`src/rtl/control_unit_pkg.sv`:
```
// Shared definitions for the Mini-SRC hardwired controller: opcodes,
// ALU operation codes, controller states and instruction classes.
package control_unit_pkg;

    // Instruction opcodes (irOut[31:27])
    localparam logic [4:0] OP_LD   = 5'b00000;
    localparam logic [4:0] OP_LDI  = 5'b00001;
    localparam logic [4:0] OP_ST   = 5'b00010;
    localparam logic [4:0] OP_ADD  = 5'b00011;
    localparam logic [4:0] OP_SUB  = 5'b00100;
    localparam logic [4:0] OP_AND  = 5'b00101;
    localparam logic [4:0] OP_OR   = 5'b00110;
    localparam logic [4:0] OP_ROR  = 5'b00111;
    localparam logic [4:0] OP_ROL  = 5'b01000;
    localparam logic [4:0] OP_SHR  = 5'b01001;
    localparam logic [4:0] OP_SHRA = 5'b01010;
    localparam logic [4:0] OP_SHL  = 5'b01011;
    localparam logic [4:0] OP_ADDI = 5'b01100;
    localparam logic [4:0] OP_ANDI = 5'b01101;
    localparam logic [4:0] OP_ORI  = 5'b01110;
    localparam logic [4:0] OP_NEG  = 5'b10001;
    localparam logic [4:0] OP_NOT  = 5'b10010;
    localparam logic [4:0] OP_BR   = 5'b10011;
    localparam logic [4:0] OP_JR   = 5'b10100;
    localparam logic [4:0] OP_JAL  = 5'b10101;
    localparam logic [4:0] OP_NOP  = 5'b11010;
    localparam logic [4:0] OP_HALT = 5'b11011;

    // ALU operation codes used when the controller picks the operation itself
    localparam logic [4:0] ALU_ADD = 5'b00011;
    localparam logic [4:0] ALU_AND = 5'b00101;
    localparam logic [4:0] ALU_OR  = 5'b00110;

    // Controller states
    typedef enum logic [3:0] {
        ST_RST  = 4'd0,
        ST_T0   = 4'd1,
        ST_T1   = 4'd2,
        ST_T2   = 4'd3,
        ST_T3   = 4'd4,
        ST_T4   = 4'd5,
        ST_T5   = 4'd6,
        ST_T6   = 4'd7,
        ST_T7   = 4'd8,
        ST_HALT = 4'd9
    } state_t;

    // One-hot instruction class bit positions
    localparam int CLS_RTYPE = 0;
    localparam int CLS_UNARY = 1;
    localparam int CLS_IMM   = 2;
    localparam int CLS_LDI   = 3;
    localparam int CLS_LD    = 4;
    localparam int CLS_ST    = 5;
    localparam int CLS_BR    = 6;
    localparam int CLS_JR    = 7;
    localparam int CLS_JAL   = 8;
    localparam int CLS_NOP   = 9;
    localparam int CLS_HALT  = 10;
    localparam int NUM_CLS   = 11;

    typedef logic [NUM_CLS-1:0] op_class_t;

    // ALU operation for the immediate forms (addi/andi/ori)
    function automatic logic [4:0] imm_alu_op(input logic [4:0] opcode);
        case (opcode)
            OP_ANDI: imm_alu_op = ALU_AND;
            OP_ORI:  imm_alu_op = ALU_OR;
            default: imm_alu_op = ALU_ADD;
        endcase
    endfunction

endpackage

```
`src/rtl/control_unit_opcode_classifier.sv`:
```
// Maps a 5-bit opcode to a one-hot instruction class. Anything not
// recognised is treated as a nop.
module opcode_classifier
    import control_unit_pkg::*;
(
    input  logic [4:0] opcode,
    output op_class_t  op_class
);

    // Combinational opcode-to-class decode
    always_comb begin
        op_class = '0;
        case (opcode)
            OP_ADD, OP_SUB, OP_AND, OP_OR, OP_ROR,
            OP_ROL, OP_SHR, OP_SHRA, OP_SHL:  op_class[CLS_RTYPE] = 1'b1;
            OP_NEG, OP_NOT:                   op_class[CLS_UNARY] = 1'b1;
            OP_ADDI, OP_ANDI, OP_ORI:         op_class[CLS_IMM]   = 1'b1;
            OP_LDI:                           op_class[CLS_LDI]   = 1'b1;
            OP_LD:                            op_class[CLS_LD]    = 1'b1;
            OP_ST:                            op_class[CLS_ST]    = 1'b1;
            OP_BR:                            op_class[CLS_BR]    = 1'b1;
            OP_JR:                            op_class[CLS_JR]    = 1'b1;
            OP_JAL:                           op_class[CLS_JAL]   = 1'b1;
            OP_HALT:                          op_class[CLS_HALT]  = 1'b1;
            default:                          op_class[CLS_NOP]   = 1'b1;
        endcase
    end

endmodule

```
`src/rtl/control_unit.sv`:
```
// Hardwired multi-cycle controller for the Mini-SRC datapath. A registered
// T0..T7 step counter walks fetch/decode/execute; every strobe is a
// combinational decode of (state, instruction class), so an asynchronous
// reset drops all strobes in the same cycle.
module control_unit
    import control_unit_pkg::*;
(
    input  logic        clk,
    input  logic        reset,
    input  logic [31:0] irOut,
    input  logic        CONout,
    output logic        Gra,
    output logic        Grb,
    output logic        Grc,
    output logic        Rin,
    output logic        Rout,
    output logic        BAout,
    output logic        Cout,
    output logic        PCout,
    output logic        PCin,
    output logic        IncPC,
    output logic        MARin,
    output logic        MDRin,
    output logic        MDRout,
    output logic        IRin,
    output logic        Yin,
    output logic        Zin,
    output logic        Zlowout,
    output logic        CONin,
    output logic        Read,
    output logic        Write,
    output logic [4:0]  aluOp,
    output logic        run
);

    state_t     state_reg;
    state_t     state_next;
    op_class_t  op_class;
    logic [4:0] opcode;
    logic       ir_unused;

    assign opcode    = irOut[31:27];
    // Register fields are decoded by select_and_encode, not here
    assign ir_unused = ^irOut[26:0];

    opcode_classifier u_classifier (
        .opcode   (opcode),
        .op_class (op_class)
    );

    // State register; reset forces RST immediately
    always_ff @(posedge clk or posedge reset) begin
        if (reset) state_reg <= ST_RST;
        else       state_reg <= state_next;
    end

    // Step sequencing: each class returns to T0 after its last step
    always_comb begin
        state_next = state_reg;
        case (state_reg)
            ST_RST:  state_next = ST_T0;
            ST_T0:   state_next = ST_T1;
            ST_T1:   state_next = ST_T2;
            ST_T2:   state_next = ST_T3;
            ST_T3: begin
                if (op_class[CLS_HALT])                         state_next = ST_HALT;
                else if (op_class[CLS_JR] || op_class[CLS_NOP]) state_next = ST_T0;
                else                                            state_next = ST_T4;
            end
            ST_T4:   state_next = (op_class[CLS_UNARY] || op_class[CLS_JAL]) ? ST_T0 : ST_T5;
            ST_T5:   state_next = (op_class[CLS_LD] || op_class[CLS_ST] || op_class[CLS_BR])
                                  ? ST_T6 : ST_T0;
            ST_T6:   state_next = op_class[CLS_BR] ? ST_T0 : ST_T7;
            ST_T7:   state_next = ST_T0;
            ST_HALT: state_next = ST_HALT;
            default: state_next = ST_RST;
        endcase
    end

    // Strobe decode from current step and instruction class
    always_comb begin
        Gra = 1'b0; Grb = 1'b0; Grc = 1'b0; Rin = 1'b0; Rout = 1'b0;
        BAout = 1'b0; Cout = 1'b0; PCout = 1'b0; PCin = 1'b0; IncPC = 1'b0;
        MARin = 1'b0; MDRin = 1'b0; MDRout = 1'b0; IRin = 1'b0; Yin = 1'b0;
        Zin = 1'b0; Zlowout = 1'b0; CONin = 1'b0; Read = 1'b0; Write = 1'b0;
        aluOp = 5'b00000;
        run = (state_reg != ST_RST) && (state_reg != ST_HALT);
        case (state_reg)
            ST_T0: begin PCout = 1'b1; MARin = 1'b1; IncPC = 1'b1; Zin = 1'b1; end
            ST_T1: begin Zlowout = 1'b1; PCin = 1'b1; Read = 1'b1; MDRin = 1'b1; end
            ST_T2: begin MDRout = 1'b1; IRin = 1'b1; end
            ST_T3: begin
                if (op_class[CLS_RTYPE] || op_class[CLS_IMM]) begin
                    Grb = 1'b1; Rout = 1'b1; Yin = 1'b1;
                end else if (op_class[CLS_UNARY]) begin
                    Grb = 1'b1; Rout = 1'b1; Zin = 1'b1; aluOp = opcode;
                end else if (op_class[CLS_LDI] || op_class[CLS_LD] || op_class[CLS_ST]) begin
                    Grb = 1'b1; BAout = 1'b1; Yin = 1'b1;
                end else if (op_class[CLS_BR]) begin
                    Gra = 1'b1; Rout = 1'b1; CONin = 1'b1;
                end else if (op_class[CLS_JR]) begin
                    Gra = 1'b1; Rout = 1'b1; PCin = 1'b1;
                end else if (op_class[CLS_JAL]) begin
                    PCout = 1'b1; Grb = 1'b1; Rin = 1'b1;
                end
            end
            ST_T4: begin
                if (op_class[CLS_RTYPE]) begin
                    Grc = 1'b1; Rout = 1'b1; Zin = 1'b1; aluOp = opcode;
                end else if (op_class[CLS_UNARY]) begin
                    Zlowout = 1'b1; Gra = 1'b1; Rin = 1'b1;
                end else if (op_class[CLS_IMM]) begin
                    Cout = 1'b1; Zin = 1'b1; aluOp = imm_alu_op(opcode);
                end else if (op_class[CLS_LDI] || op_class[CLS_LD] || op_class[CLS_ST]) begin
                    Cout = 1'b1; Zin = 1'b1; aluOp = ALU_ADD;
                end else if (op_class[CLS_BR]) begin
                    PCout = 1'b1; Yin = 1'b1;
                end else if (op_class[CLS_JAL]) begin
                    Gra = 1'b1; Rout = 1'b1; PCin = 1'b1;
                end
            end
            ST_T5: begin
                if (op_class[CLS_RTYPE] || op_class[CLS_IMM] || op_class[CLS_LDI]) begin
                    Zlowout = 1'b1; Gra = 1'b1; Rin = 1'b1;
                end else if (op_class[CLS_LD] || op_class[CLS_ST]) begin
                    Zlowout = 1'b1; MARin = 1'b1;
                end else if (op_class[CLS_BR]) begin
                    Cout = 1'b1; Zin = 1'b1; aluOp = ALU_ADD;
                end
            end
            ST_T6: begin
                if (op_class[CLS_LD]) begin
                    Read = 1'b1; MDRin = 1'b1;
                end else if (op_class[CLS_ST]) begin
                    // MDR loads from the bus because Read stays low
                    Gra = 1'b1; Rout = 1'b1; MDRin = 1'b1;
                end else if (op_class[CLS_BR] && CONout) begin
                    Zlowout = 1'b1; PCin = 1'b1;
                end
            end
            ST_T7: begin
                if (op_class[CLS_LD]) begin
                    MDRout = 1'b1; Gra = 1'b1; Rin = 1'b1;
                end else if (op_class[CLS_ST]) begin
                    Write = 1'b1;
                end
            end
            default: ;
        endcase
    end

endmodule
```
`config.mk`:
```
export PLATFORM = sky130hd
export DESIGN_NAME = control_unit
export DESIGN_NICKNAME = d
export VERILOG_FILES = /design/src/rtl/control_unit_pkg.sv /design/src/rtl/control_unit_opcode_classifier.sv /design/src/rtl/control_unit.sv
export SDC_FILE = /design/constraint.sdc
export NUM_CORES = 1
export LEC_CHECK = 0
export CAP_MARGIN = 20
export CORE_ASPECT_RATIO = 0.9
export CORE_MARGIN = 3
export CORE_UTILIZATION = 37
export CTS_CLUSTER_DIAMETER = 60
export DETAILED_ROUTE_END_ITERATION = 10
export HOLD_SLACK_MARGIN = 0.03
export PLACE_DENSITY = 0.95
export RECOVER_POWER = 50
export SKIP_CTS_REPAIR_TIMING = 1
export SLEW_MARGIN = 20
export SYNTH_ARGS = -nofsm -noshare
export SYNTH_HDL_FRONTEND = slang
export SYNTH_SLANG_ARGS = --single-unit
```
`constraint.sdc`:
```
create_clock -name clk -period 3.3 [get_ports clk]
set_input_delay 0.495 -clock clk [delete_from_list [all_inputs] [get_ports clk]]
set_output_delay 0.495 -clock clk [all_outputs]
set_load 0.1 [all_outputs]
```
==> results.tsv <==
metric	value	unit
switching_share	66.1	%
wl	2770	um
num_rows	15	
crit_fanout	9	
cts_tree	yes	
cp_slowest_cell	dlygate4sd3_1	
p_int	0.494	mW
fin_worst_skew	0.0000236	ns
ff2ff_setup_slack	1.35	ns
fin_area	0.00141	mm2
vias	1109	
finalSetupTns	0	ns
regArea	100	um2
portBuffers	33	
use_met2	32.5	%
finalNetCount	192	
area_growth	71.7	%
io_pins	61	
grt-ovfl-total	0	
drc	0	
syn_inst	124	
fmax	322	MHz
clkTransAtPathRegs	0.04	ns
clk_latency	0.24	ns
diodes	0	
die_w	55.7	um
post-route-util	70.3	%
gr-usage-met1	27.1	%
ant_nets	0	
first_global_vias	1059	
drv_cap	0	
r2r-start	state_reg[2]	
final.fill_count	143	
die_y	50.7	um
combPwrFrac	85.1	%
largest_reg_flops	4	
outcome	complete, no violations	
clock_path_buffers	2	
p_seq_share	10.6	%
grt_util_all_layers	20.7	%
switchingPower	0.963	mW
yosysUniqueCellTypes	45	
dpl_cell_area	0.00144	mm2
worst_slew_pin_slew	1.17	ns
crit_chain	dlygate4sd3_1 > or3b_1 > nor3_4 > a21oi_1 > nor3b_4 > buf_12	
top_usage_layer	met2	
rsz0062_at_grt	false	
drt_pass1_iterations	5	
syn_nets	159	
slew_headroom	22.5	%
ir_drop	1100	uV
drv_slew	0	
fin_hold_ws	0.575	ns
critical_path_class	input port to output port	
period_share	94.0	%
ys.flop_type	dfrtp_1	
die-area	0.00282	mm2
grt_pass1_wl	4770	um
ys_ff_latch	4	
drive_above_1_share	24.5	%
required	2.80	ns
grt_max_degree	18	
p_leak	0.564	nW
vias_per_cell	6.16	
start_kind	input port	
cts_sinks	4	
drt_iter0_drc	80	
worstPathArrival	2.61	ns
min-delay-path-class	input port to asynchronous set/reset pin	
core_region_area	0.00201	mm2
slowest_delay	0.65	ns
hpwlAfterDp	2220	um
cts_buffers	3	
wl_per_cell	15.4	um
synth-edff-count	0	
use_met3	4.11	%
ys_warn_count	0	
cts_max_level	1	
end_kind	output port	
seq_area_frac_synth	12.2	%
syn_area	822	um2
r2r_cells	3	
initial_core_util	40.9	%
finalHoldViolCount	0	
async_flop_share	100	%
root_buffer	clkbuf_4	
multi_input_area	689	um2
routabilityCongestion	1.01	
grt_antenna_before_repair	0	
clockPowerShare	4.3	%
syn_area_per_cell	6.63	um2
period_needed	3.10	ns
power_density	1030	mW/mm2
r2r_end	state_reg[2]	
setup_viol	0	
==> power by group through the flow <==
stage	clock, mW	combinational, mW	sequential, mW
floorplan	0	0.924	0.0936
global placement	0	1.25	0.143
detailed placement	0	1.27	0.152
CTS	0.0638	1.27	0.152
global route	0.0700	1.28	0.163
finish	0.0623	1.24	0.155
==> cell type report <==
cell class / instances / area share [%]
well taps: 25 / 2.22
clock buffers: 3 / 1.60
inverters: 5 / 1.33
multi-input cells: 105 / 48.8
flip-flops and latches: 4 / 7.09
repair buffers: 38 / 38.9
==> layout by cell type, fill, tap and decap left out, types with 2 or more instances in the layout <==
cell	count
o21ai_1	2
a21oi_1	5
clkdlybuf4s50_1	4
dlygate4sd3_1	3
inv_1	5
nor4_1	2
nand3_1	7
clkbuf_2	2
o21ai_0	7
or3_1	2
nor3_4	2
and2_1	3
clkbuf_4	3
buf_12	21
xnor2_1	2
clkbuf_1	3
nand2b_1	7
nor2_1	10
nand2_1	12
a221o_2	2
dfrtp_1	4
a31oi_1	4
buf_4	5
nor3_1	8
or4b_1	2
nand4bb_1	2
o21a_1	2
or3b_1	2
==> synth_stat cells (2+ instances only) <==
library cell,number,share of area [%]
o21ai_1,4,2.4
and2_1,3,2.3
or3_1,2,1.5
nor2_1,10,4.6
o21a_1,2,1.8
nand4bb_1,2,2.7
nor3b_1,2,1.8
inv_1,5,2.3
a221o_1,2,2.4
o21ai_0,5,3.0
a21oi_1,4,2.4
clkbuf_1,7,3.2
nand2b_1,7,5.3
a31oi_1,4,3.0
or4b_1,2,2.4
nand2_1,12,5.5
or3b_1,2,2.1
buf_2,3,1.8
nor4_1,2,1.5
nor3_1,9,5.5
dfrtp_1,4,12
xnor2_1,2,2.1
nand3_1,7,4.3
==> how the worst max path moves through the flow <==
stage	endpoint	slack, ns	from
after floorplan	aluOp[3]	-0.18	irOut[30]
after global placement	aluOp[3]	0.33	irOut[29]
after detailed placement	aluOp[3]	0.29	irOut[29]
after CTS	aluOp[3]	0.29	irOut[29]
after global routing	aluOp[3]	0.11	irOut[29]
final	aluOp[3]	0.20	irOut[29]
==> cells by family after synthesis <==
| family | Yosys count | synth area share (%) |
|---|---|---|
| buffers and inverters | 15 | 7.31 |
| and+or+nand+nor | 69 | 48.9 |
| DFF | 4 | 12.2 |
| xor gates and xnor gates | 3 | 3.20 |
| AOI/OAI and AO/OA | 33 | 28.5 |
==> stage by stage <==
stage | cells | power (mW) | worst slack [ns]
finish | 180 | 1.46 | 0.197
global route | 180 | 1.51 | 0.111
CTS | 180 | 1.48 | 0.289
detailed placement | 177 | 1.42 | 0.292
global placement | 177 | 1.39 | 0.330
floorplan | 124 | 1.02 | -0.177
==> metal layers <==
metal  part of all wire [%]  up-vias
met5                      0        -
met4                    2.8        0
met3                    9.5       13
met2                     47       65
met1                     40      497
li1                       -      534
==> critical path: cells and delay by family <==
family / cells / cell delay (ns)
compound gates: 1 / 0.14
buf+inv: 2 / 0.85
simple gates: 3 / 1.11
(Power assumes the default switching activity.)
